[src/rtl/tap_line_ctrl.sv]
// Sequencing controller for an 8-stage tapped shift line.
// It tracks which stages hold real bytes and runs the FLUSH and DRAIN sequences.
//   state    | meaning
//   ST_RUN   | accept upstream bytes; shift only on an accepted byte
//   ST_FLUSH | DEPTH zero shifts, discarding the line contents
//   ST_DRAIN | pad-shift, then deliver the remaining real bytes downstream
module tap_line_ctrl #(
  parameter int DEPTH = 8,
  parameter int WIDTH = 8,
  localparam int CW = $clog2(DEPTH + 1),
  localparam int FW = (DEPTH > 1) ? $clog2(DEPTH) : 1
) (
  input  logic             clk,
  input  logic             rst,
  input  logic             in_valid,
  input  logic [WIDTH-1:0] in_data,
  output logic             in_ready,
  input  logic             flush_req,
  input  logic             drain_req,
  input  logic             out_ready,
  output logic             out_valid,
  output logic             shift,
  output logic [WIDTH-1:0] sr_data,
  output logic             taps_valid,
  output logic [CW-1:0]    fill_count,
  output logic             busy
);

  localparam logic [1:0] ST_RUN   = 2'd0;
  localparam logic [1:0] ST_FLUSH = 2'd1;
  localparam logic [1:0] ST_DRAIN = 2'd2;

  logic [1:0]       state, state_nxt;
  logic [DEPTH-1:0] vmask;
  logic [FW-1:0]    fcnt;
  logic             in_ready_i;
  logic             shift_i;
  logic             real_in;
  logic             older_empty;

  // After a shift only vmask[DEPTH-1:1] survives, moved down by one.
  assign older_empty = (vmask[DEPTH-1:1] == '0);

  always_comb begin
    state_nxt  = state;
    in_ready_i = 1'b0;
    shift_i    = 1'b0;
    sr_data    = '0;
    out_valid  = 1'b0;
    real_in    = 1'b0;
    case (state)
      ST_RUN: begin
        in_ready_i = !flush_req && !drain_req && (!vmask[0] || out_ready);
        shift_i    = in_valid && in_ready_i;
        sr_data    = in_data;
        out_valid  = vmask[0] && in_valid && !flush_req && !drain_req;
        real_in    = shift_i;
        if (flush_req)
          state_nxt = ST_FLUSH;
        else if (drain_req && (vmask != '0))
          state_nxt = ST_DRAIN;
      end
      ST_FLUSH: begin
        shift_i = 1'b1;
        if (fcnt == FW'(DEPTH - 1))
          state_nxt = ST_RUN;
      end
      ST_DRAIN: begin
        if (flush_req) begin
          state_nxt = ST_FLUSH;
        end else begin
          if (!vmask[0]) begin
            shift_i = 1'b1;
          end else begin
            out_valid = 1'b1;
            shift_i   = out_ready;
          end
          if (shift_i && older_empty)
            state_nxt = ST_RUN;
        end
      end
      default: state_nxt = ST_RUN;
    endcase
  end

  // The line must never move while reset is held, whatever the inputs do.
  assign in_ready   = in_ready_i && !rst;
  assign shift      = shift_i && !rst;
  assign taps_valid = &vmask;
  assign fill_count = CW'($countones(vmask));
  assign busy       = (state != ST_RUN);

  always_ff @(posedge clk or posedge rst) begin
    if (rst) begin
      state <= ST_RUN;
      vmask <= '0;
      fcnt  <= '0;
    end else begin
      state <= state_nxt;
      if (shift_i)
        vmask <= {real_in, vmask[DEPTH-1:1]};
      if (state == ST_FLUSH) begin
        if (fcnt == FW'(DEPTH - 1)) begin
          fcnt  <= '0;
          vmask <= '0;
        end else begin
          fcnt <= fcnt + 1'b1;
        end
      end
    end
  end

endmodule

[config.mk]
export PLATFORM = sky130hd
export DESIGN_NAME = tap_line_ctrl
export DESIGN_NICKNAME = d
export VERILOG_FILES = /design/src/rtl/tap_line_ctrl.sv
export SDC_FILE = /design/constraint.sdc
export NUM_CORES = 1
export LEC_CHECK = 0
export CORE_ASPECT_RATIO = 1.4
export CORE_MARGIN = 10
export CORE_UTILIZATION = 40
export CTS_BUF_LIST = sky130_fd_sc_hd__clkbuf_4 sky130_fd_sc_hd__clkbuf_8 sky130_fd_sc_hd__clkbuf_16
export CTS_CLUSTER_DIAMETER = 50
export CTS_CLUSTER_SIZE = 24
export DETAILED_ROUTE_END_ITERATION = 6
export PLACE_DENSITY = 0.76
export SLEW_MARGIN = 15
export SYNTH_ARGS = -nofsm -noshare
export SYNTH_HDL_FRONTEND = slang
export SYNTH_SLANG_ARGS = --single-unit
[constraint.sdc]
create_clock -name clk -period 3.1 [get_ports clk]
set_input_delay 0.465 -clock clk [delete_from_list [all_inputs] [get_ports clk]]
set_output_delay 0.465 -clock clk [all_outputs]
set_load 0.02 [all_outputs]
==> summary.md <==
| Metric | Value |
|---|---|
| Status | `finished with violations` |
| Failing checks | `setup timing` |
| Min Clock Period, post-route | `3.610 ns` |
| Slew @ Worst Pin | `0.4461 ns` |
| Row count | `22` |
| Die Span X | `63.50 um` |
| Clk buf depth | `2` |
| Initial Utilization | `40.96%` |
| Count of unique library cells instantiated by Yosys | `36` |
| Syn Nets | `144` |
| Iteration-0 DRC Markers | `55` |
| DR WL/cell | `16.24 um` |
| RSZ-0062 raised after global routing | `true` |
| FF+latch area | `325.3 um^2` |
| Input/output buffers | `30` |
| Min-delay worst type | `input pin to asynchronous set/reset pin` |
| EDFF count, synth | `0` |
| Max cap viols | `0` |
| DR vias | `1074` |
| Hpwl dp | `2632 um` |
| Critical path type | `register to output port` |
| Crit end category | `output port` |
| Main synth FF type | `dfrtp_1` |
| Pins over their slew limit | `0` |
| Worst-path clk slew | `0.09 ns` |
| CTS Buf Count | `3` |
| Layout cells sized above 1 | `22.09%` |
| Arr. time, crit path | `3.14 ns` |
| Most frequent cell after synthesis | `inv_1` |
| Cts hold-fix bufs | `0` |
| Clk_lat worst skew | `0.29 ns` |
| Reg-to-reg setup timing slack | `1.23 ns` |
| Multi-input gate area | `681.9 um^2` |
| Die area | `0.005137 mm^2` |
| Register area share after synthesis | `30.70%` |
| Area growth, synth to finish | `47.70%` |
| Period utilization | `116.4%` |
| Final core occ | `60.49%` |
| CTS tree | `yes` |
| Worst setup margin | `-0.5099 ns` |
| Total clock sinks | `13` |
| Setup Skew | `0.002194 ns` |
| Post-Route WL | `3232 um` |
| Pre-CTS WS | `-0.6914 ns` |
| First-pass GRT wire length | `5306 um` |
| Tot GR Track Use | `12.71%` |
| Final net count | `189` |
| H-tree levels | `1` |
| Async SR Flop Fraction | `100.0%` |
| Ys Warns | `0` |
| Vias in the first global route | `1149` |
| Number of fill cells in the layout | `238` |
| #FFs+latches synth | `13` |
| Most frequent cells after synthesis | `inv_1 (17), dfrtp_1 (13), and2_1 (9)` |
| Pin count of the biggest net entering global routing | `15` |
| Post-synth top area share | `30.70%` |
| Crit path launch type | `register` |
| Mean post-synth cell area | `8.906 um^2` |
| Crit-path max FO | `2` |
| CP required | `2.63 ns` |
| Rel. slew slack | `70.26%` |
| Largest cells by area after synthesis | `dfrtp_1 (31%), ha_1 (8.3%), fa_1 (7.6%)` |
| Cell taking the most area after synthesis | `dfrtp_1` |
| Setup Viol. Count Final | `4` |
| Min Hold Slack | `0.5121 ns` |
| I/O pins | `31` |
| Post-Syn Area | `0.001060 mm^2` |
| Die Ht | `80.91 um` |
| Syn Inst Count | `119` |
| Root buffer cell | `clkbuf_4` |
| Core Region | `0.002587 mm^2` |
| Fmax | `277.0 MHz` |
| Post-DRT Antenna Nets | `0` |
| DRT Pass-1 Iters | `4` |
| Diodes inserted | `0` |
| Routability cong. | `0.8912` |
| Grt total ovfl | `0` |
| Vias per std cell | `5.397` |
| Initial antenna violation count | `0` |
| Final Hold Viols | `0` |
| DRC | `0` |
## worst paths after layout
kind,startpoint,depth (start not counted),to
worst max register to register,state[1],4,vmask[0]
worst min register to register,fcnt[1],2,fcnt[1]
max in group asynchronous,rst,3,vmask[6]
worst max-delay path,vmask[1],10,fill_count[1]
min in group clk,fcnt[1],2,fcnt[1]
worst min-delay path,rst,3,fcnt[0]
## metal layers
| layer | track usage, % | wire length, um | vias up |
|---|---|---|---|
| li1 | - | - | 516 |
| met1 | 13.71 | 1216 | 505 |
| met2 | 22.48 | 1761 | 38 |
| met3 | 1.515 | 115 | 15 |
| met4 | 9.430 | 140 | 0 |
| met5 | 0 | 0 | - |
## repair_timing
action / in CTS / in global routing
endpoints found under the setup margin: 4 / 4
pin swaps: 1 / 0
resized for setup: 27 / 0
buffers inserted: 1 / 1
## worst max-delay path, stage by stage (launching register included)
cell	delay, ns
dfrtp_1	0.41
fa_1	0.54
inv_1	0.05
fa_1	0.50
fa_1	0.43
inv_2	0.08
ha_4	0.13
inv_2	0.03
fa_2	0.52
inv_2	0.04
buf_6	0.12
## cell families (layout without fill, tap and decap cells)
family,count (synthesis),after routing,share of synthesized area [%]
buffers and inverters,23,67,8.500
flip-flops,13,13,30.70
AND/OR/NAND/NOR,40,40,20.90
AO/OA/AOI/OAI,30,30,22.20
multiplexers,1,1,1.062
adder cells (fa/ha/maj),11,11,15.82
XOR/XNOR,1,1,0.8266
## cell type report
type | instances | share of cell area (%)
multi-input combinational | 83 | 43.57
inverter | 18 | 4.317
tap | 36 | 2.878
timing repair buffer | 45 | 26.70
sequential | 13 | 20.78
clock buffer | 3 | 1.439
clock inverter | 1 | 0.3197
## through the flow
| stage | cells | instance area, um^2 | setup TNS, ns |
|---|---|---|---|
| 6_report | 199 | 1565 | -1.420 |
| 4_1_cts | 198 | 1558 | -1.355 |
| 5_1_grt | 199 | 1565 | -1.779 |
| 3_5_place_dp | 193 | 1504 | -1.930 |
| 2_1_floorplan | 119 | 1084 | -0.1753 |
| 3_3_place_gp | 193 | 1504 | -1.700 |
## cell usage in the layout (no fill, tap or decap), types with 2 or more instances in the layout
cell              n
nor2b_1           2
nand2_1           6
and2_1            9
o221a_2           3
o31ai_1           4
nand2b_1          2
nor2_1            8
clkbuf_4          3
buf_4            15
o211a_1           2
buf_6             4
a21oi_1           3
o21ai_0           4
a32o_1            2
inv_1            14
dfrtp_1          13
nor4_1            7
fa_1              3
ha_1              6
clkdlybuf4s50_1  26
inv_2             4
a221o_1           3
## registers in the layout, indices dropped and copies added, names as in the netlist
name,cells
fcnt,3
state,2
vmask,8
Power is left out: the tool's default activity adds up to more than one toggle a clock period on the data nets, which glitch-free logic cannot reach.
